$ cat src/rtl/mem_read.sv
// mem_read: load unit between the memory stage and the synchronous data RAM.
// Waits the RAM latency, extracts/extends the addressed byte/half/word, flags misaligned loads.
module mem_read #(
    parameter int ADDR_W  = 6,
    parameter int RAM_LAT = 1
) (
    input  logic              clk_dm,
    input  logic              rst_n,
    input  logic              ld_req,
    input  logic [2:0]        ld_type,
    input  logic [31:0]       ld_addr,
    output logic              ld_busy,
    output logic              ld_valid,
    output logic [31:0]       ld_data,
    output logic              ld_misalign,
    output logic [ADDR_W-1:0] ram_addr,
    input  logic [31:0]       ram_rdata
);
    typedef enum logic [1:0] {IDLE, WAIT, RESP} state_t;

    localparam logic [1:0] LAT_M1 = 2'(RAM_LAT - 1);

    state_t            state_q, state_d;
    logic [1:0]        cnt_q, cnt_d;
    logic [1:0]        off_q, off_d;
    logic [ADDR_W-1:0] waddr_q, waddr_d;
    logic [2:0]        type_q, type_d;
    logic              mis_q, mis_d;
    logic [31:0]       data_q, data_d;
    logic              req_mis;
    logic [7:0]        byte_sel;
    logic [15:0]       half_sel;
    logic [31:0]       ext;
    logic              unused_addr;

    assign unused_addr = ^ld_addr[31:ADDR_W+2];

    // ld_type[1:0]: 00 byte, 01 half, anything else word; ld_type[2] selects zero-extension
    always_comb begin
        req_mis  = (ld_type[1:0] == 2'b01) ? ld_addr[0] :
                   (ld_type[1:0] == 2'b00) ? 1'b0 : |ld_addr[1:0];
        byte_sel = ram_rdata[{off_q, 3'b000} +: 8];
        half_sel = off_q[1] ? ram_rdata[31:16] : ram_rdata[15:0];
        ext      = (type_q[1:0] == 2'b00) ? {{24{~type_q[2] & byte_sel[7]}}, byte_sel} :
                   (type_q[1:0] == 2'b01) ? {{16{~type_q[2] & half_sel[15]}}, half_sel} :
                   ram_rdata;
    end

    always_comb begin
        state_d = state_q;
        cnt_d   = cnt_q;
        off_d   = off_q;
        waddr_d = waddr_q;
        type_d  = type_q;
        mis_d   = mis_q;
        data_d  = data_q;
        case (state_q)
            IDLE: begin
                if (ld_req) begin
                    off_d   = ld_addr[1:0];
                    waddr_d = ld_addr[ADDR_W+1:2];
                    type_d  = ld_type;
                    mis_d   = req_mis;
                    cnt_d   = LAT_M1;
                    data_d  = req_mis ? 32'd0 : data_q;
                    state_d = req_mis ? RESP : WAIT;
                end
            end
            WAIT: begin
                if (cnt_q == 2'd0) begin
                    data_d  = ext;
                    state_d = RESP;
                end else begin
                    cnt_d = cnt_q - 2'd1;
                end
            end
            RESP:    state_d = IDLE;
            default: state_d = IDLE;
        endcase
    end

    always_ff @(posedge clk_dm) begin
        if (!rst_n) begin
            state_q <= IDLE;
            cnt_q   <= 2'd0;
            off_q   <= 2'd0;
            waddr_q <= '0;
            type_q  <= 3'd0;
            mis_q   <= 1'b0;
            data_q  <= 32'd0;
        end else begin
            state_q <= state_d;
            cnt_q   <= cnt_d;
            off_q   <= off_d;
            waddr_q <= waddr_d;
            type_q  <= type_d;
            mis_q   <= mis_d;
            data_q  <= data_d;
        end
    end

    // Address is held only while the RAM read is in flight; otherwise it tracks the CPU
    assign ram_addr    = (state_q == WAIT) ? waddr_q : ld_addr[ADDR_W+1:2];
    assign ld_busy     = state_q != IDLE;
    assign ld_valid    = state_q == RESP;
    assign ld_misalign = ld_valid & mis_q;
    assign ld_data     = data_q;
endmodule

$ cat config.mk
export PLATFORM = sky130hd
export DESIGN_NAME = mem_read
export DESIGN_NICKNAME = d
export VERILOG_FILES = /design/src/rtl/mem_read.sv
export SDC_FILE = /design/constraint.sdc
export NUM_CORES = 1
export LEC_CHECK = 0
export CAP_MARGIN = 10
export CORE_AREA = 2 2 85 87
export CTS_BUF_LIST = sky130_fd_sc_hd__clkbuf_4
export CTS_CLUSTER_DIAMETER = 80
export DETAILED_ROUTE_END_ITERATION = 16
export DIE_AREA = 0 0 87 89
export PLACE_DENSITY = 0.72
export SETUP_SLACK_MARGIN = 0.1
export SYNTH_ARGS = -nofsm -noshare
export SYNTH_HDL_FRONTEND = slang
export SYNTH_SLANG_ARGS = --single-unit
$ cat constraint.sdc
create_clock -name clk_dm -period 5.3 [get_ports clk_dm]
set_input_delay 1.06 -clock clk_dm [delete_from_list [all_inputs] [get_ports clk_dm]]
set_output_delay 1.06 -clock clk_dm [all_outputs]
set_load 0.03 [all_outputs]
* Yosys cells after proc, flatten, opt, wreduce, memory -nomap -nowiden
Index checks and enable logic that the tools add are counted.
** Operators by class
- $add $sub $neg :: 1
- Multipliers :: 0
- Shift-type cells :: 1
- Equal/unequal tests :: 8
- Divide/modulo/power cells :: 0
- Magnitude comparators :: 0
- Bitwise gates (word level) :: 4
- Reduce and logical (&&, ||, !) cells :: 11
- Muxes and demuxes :: 17
** Operator list (number)
- 32-bit two-way mux :: 5
- 32-bit one-hot mux with 2 select lines :: 1
- 32-bit by 6-bit variable part select with 8-bit output :: 1
- 16-bit two-way mux :: 1
- 2-bit two-way mux :: 5
- 2-bit logical NOT :: 4
- 2-bit != test (second input constant) :: 4
- 2-bit one-hot mux with 2 select lines :: 2
- 2-bit by 1-bit == test with 1-bit output (second input constant) :: 3
- 6-bit two-way mux :: 1
- 2-bit AND reduction :: 2
- 4-bit AND reduction :: 1
- 2-bit nonzero test :: 2
- 1-bit bitwise AND :: 3
- 3-bit AND reduction :: 1
- 2-bit == test (second input constant) :: 1
- 1-bit two-way mux :: 2
- 2-bit OR reduction :: 1
- 2-bit by 1-bit subtractor with 2-bit output (second input constant) :: 1
- 1-bit NOT :: 1
** Storage, ports and cells
- Word-level logic and storage cells :: 49
- Memory bits (writable) :: 0
- Bits in read-only memories :: 0
- Register bits :: 48
- Bits in latches :: 0
- Memories :: 0

* Depth between registers and ports, before layout
- Depth in word-level cells :: 6
- Depth in mapped cells :: 8
- Gate-level depth less buffers :: 6

* Least setup slack after synthesis
No wires, ideal clock.
- Path kind :: input -> register
- Start point :: input ld_req
- End point :: register data_q[22], in the netlist ld_data[22]
- Arrival time :: 2574 ps
- Setup time :: 122 ps
- Path slack :: 2604 ps
- Stages on the path :: 6
- Cell sequence :: or3b_4 > o32a_4 > and2_4 > buf_6 > buf_6 > a221o_1
** On the way
- Word-level cells in the longest chain between the ends :: 2
** RTL lines
- start: declaration :: line 9 : input logic ld_req,
- 2-bit != test (no line)
- 4-bit AND reduction (no line)
- end signal: assignment :: line 98 : data_q <= data_d;
- end: declaration :: line 29 : logic [31:0] data_q, data_d;
No other way between the ends.
A chain may end at the register's enable or synchronous reset.

* Worst setup path after layout
- Start point :: input ld_addr[5]
- End point :: output ram_addr[3]
** On the way
- Word-level cells in the longest chain between the ends :: 1
** RTL lines
- start: declaration :: line 11 : input logic [31:0] ld_addr,
- 6-bit two-way mux :: line 103 : assign ram_addr = (state_q == WAIT) ? waddr_q : ld_addr[ADDR_W+1:2];
- end: declaration :: line 16 : output logic [ADDR_W-1:0] ram_addr,
No other way between the ends.

==> metrics.yaml <==
floorplanning:
  die_h_um: 89
  num_rows: 30
  die_area_mm2: 0.00774
  die_w_um: 87
  ios: 111
  core_region_area_mm2: 0.00672
  initial_core_util_pct: 34.7
route:
  vias: 2186
  drcViolationCount: 0
  wl_per_cell_um: 15.4
  drtIter0Drc: 126
  dr.pass1.iters: 4
  postRouteWirelength_mm: 6.26
  vias_per_cell: 5.38
  final_antenna_net_count: 0
critical_path:
  worstPathArrival_ns: 2.36
  criticalPathCategory: "primary input to output port"
  crit_chain: "clkdlybuf4s50_1 > mux2_2 > clkdlybuf4s50_1"
  cp_slowest_stage_delay_ns: 0.66
  cp_slowest_cell: "clkdlybuf4s50_1"
  cpMostUsedCell: "clkdlybuf4s50_1"
  cp-end-kind: "output port"
  crit_fanout: 2
  start_kind: "primary input"
  cp.required_ns: 4.24
  rrSetupSlack_ns: 2.94
cts:
  clock_path_buffers: 2
  cts_tree: "done"
  cts_hold_repair.buffers: 0
  cts_setup_buffers: 0
  cts_max_level: 2
  clock-root-buffer: "clkbuf_4"
  clk_latency_ns: 0.37
  cts_sinks: 48
  cts_resized: 0
  clkTransAtPathRegs_ns: 0.15
  numCtsBuffers: 5
placement:
  dp_slack_ns: 1.73
  port_buffers: 86
  dp_hpwl_mm: 4.55
  routabilityCongestion: 0.840
global_routing:
  grt_overflow: 0
  antenna_found_initial: 0
  grt_max_degree: 28
  grt_use_total_pct: 16.3
  grt_pass1_wl_mm: 9.94
  grt_pass1_vias: 2088
layout:
  fin_util_pct: 48.8
  antenna_cells: 0
  synthToLayoutAreaGrowth_pct: 40.6
  nets: 396
  final_cell_mix: "86 x clkdlybuf4s50_1, 48 x dfxtp_1, 29 x nand2_1, 19 x inv_1, 19 x a221o_1"
  ff_latch_area_um2: 961
  final_common_cell: "clkdlybuf4s50_1"
  fill_cells: 635
  multiInputGateArea_mm2: 0.00122
  drive_above_1_share_pct: 7.36
yosys:
  avgSynthCellArea_um2: 9.41
  synth_edf_count: 0
  synth_nets: 319
  ys_seq_elements: 48
  ys_async_sr_fraction_pct: 0
  yosys_warnings: 0
  ys_types: 39
  ys_seq_area_share_pct: 41.2
  netlist_instances: 248
  synth_ff_type: "dfxtp_1"
  netlist_area_mm2: 0.00233
sta:
  finalMaxSlewViolations: 0
  rsz0062_at_grt: "false"
  final.setup_skew_ns: 0.0131
  max_freq_ghz: 0.292
  timing.final.crit_share_pct: 64.5
  fin_setup_tns_ns: 0
  setup_viol: 0
  hold_viol: 0
  final.setup.worst_slack_ns: 1.88
  maxSlewHeadroom_pct: 29.5
  worstMarginPinSlew_ns: 1.05
  period_needed_ns: 3.42
power:
  powerDensity_mw_per_mm2: 232
  p_int_uw: 524
  leakagePower_uw: 0.00118
  ir_drop_mv: 0.105
  power_uw: 760
  p_clk_share_pct: 23.1
  p_seq_share_pct: 52.4
  p_sw_uw: 237
  comb_power_share_pct: 24.5
  switching_share_pct: 31.2
min_path:
  hp-class: "flop to flop"
job:
  maxCapViolCount: 0
status:
  outcome: "completed"
-- through the flow --
step	cells	hold WS [ns]	area, um2
3_3_place_gp	398	0.453	3230
3_5_place_dp	398	0.449	3230
6_report	406	0.478	3280
5_1_grt	406	0.498	3280
2_1_floorplan	248	0.441	2330
4_1_cts	406	0.482	3280
-- state kept, by name (all words and copies together), names as in the netlist --
| name | flops |
|---|---|
| off_q | 2 |
| waddr_q | 6 |
| cnt_q | 2 |
| ld_data | 32 |
| type_q | 3 |
| mis_q | 1 |
| state_q | 2 |
-- cells by family (layout without fill, tap and decap cells) --
logic type | count (synthesis) | after routing | share of synthesized area (%)
adder cells (fa/ha/maj) | 1 | 1 | 0.536
AND/OR/NAND/NOR | 63 | 63 | 13.5
flip-flops | 48 | 48 | 41.2
AO/OA/AOI/OAI | 82 | 82 | 28.9
buffers and inverters | 37 | 115 | 6.70
multiplexers | 17 | 17 | 9.27
-- layout make-up --
type,instances,share of cell area (%)
multi-input cells,163,37.1
flip-flops and latches,48,29.3
repair buffers,88,26.7
well taps,80,3.05
inverters,19,2.17
clock buffers,5,1.14
clock inverters,3,0.572
-- path summary, 6_finish.rpt --
kind,from,to,cells past startpoint
worst max-delay path,ld_addr[5],ram_addr[3],3
worst min register to register,waddr_q[5]$_SDFFE_PN0P_,waddr_q[5]$_SDFFE_PN0P_,2
worst min-delay path,waddr_q[5]$_SDFFE_PN0P_,waddr_q[5]$_SDFFE_PN0P_,2
worst max register to register,cnt_q[0]$_SDFFE_PN0P_,ld_data[16]$_SDFFE_PN0P_,6
-- power groups by stage --
| stage | clock, uW | combinational [uW] | sequential, uW |
|---|---|---|---|
| after floorplan | 0 | 94.1 | 414 |
| after global placement | 0 | 185 | 405 |
| after detailed placement | 0 | 187 | 406 |
| after CTS | 181 | 188 | 398 |
| after global routing | 199 | 201 | 401 |
| final | 176 | 186 | 398 |
-- cells in the mapped netlist, drive strengths merged, types with 6 or more instances --
cell | number | area (um2)
a21boi | 16 | 120
a21oi | 9 | 45.0
a221o | 19 | 190
a22o | 7 | 61.3
buf | 6 | 40.0
clkbuf | 12 | 45.0
dfxtp | 48 | 961
inv | 19 | 71.3
mux2 | 7 | 78.8
mux2i | 7 | 70.1
nand2 | 29 | 109
nor2 | 9 | 33.8
nor3 | 6 | 30.0
-- layer usage --
layer | up-vias | track usage (%) | wire length [um]
li1 | 1081 | - | -
met1 | 1021 | 21.9 | 2850
met2 | 76 | 25.7 | 2890
met3 | 8 | 4.52 | 472
met4 | 0 | 4.26 | 53
met5 | - | 0 | 0
-- critical path, delay by kind of cell --
kind	cells	cell delay [ns]
buffers and inverters	2	1.14
muxes	1	0.15
(Power assumes the default switching activity.)
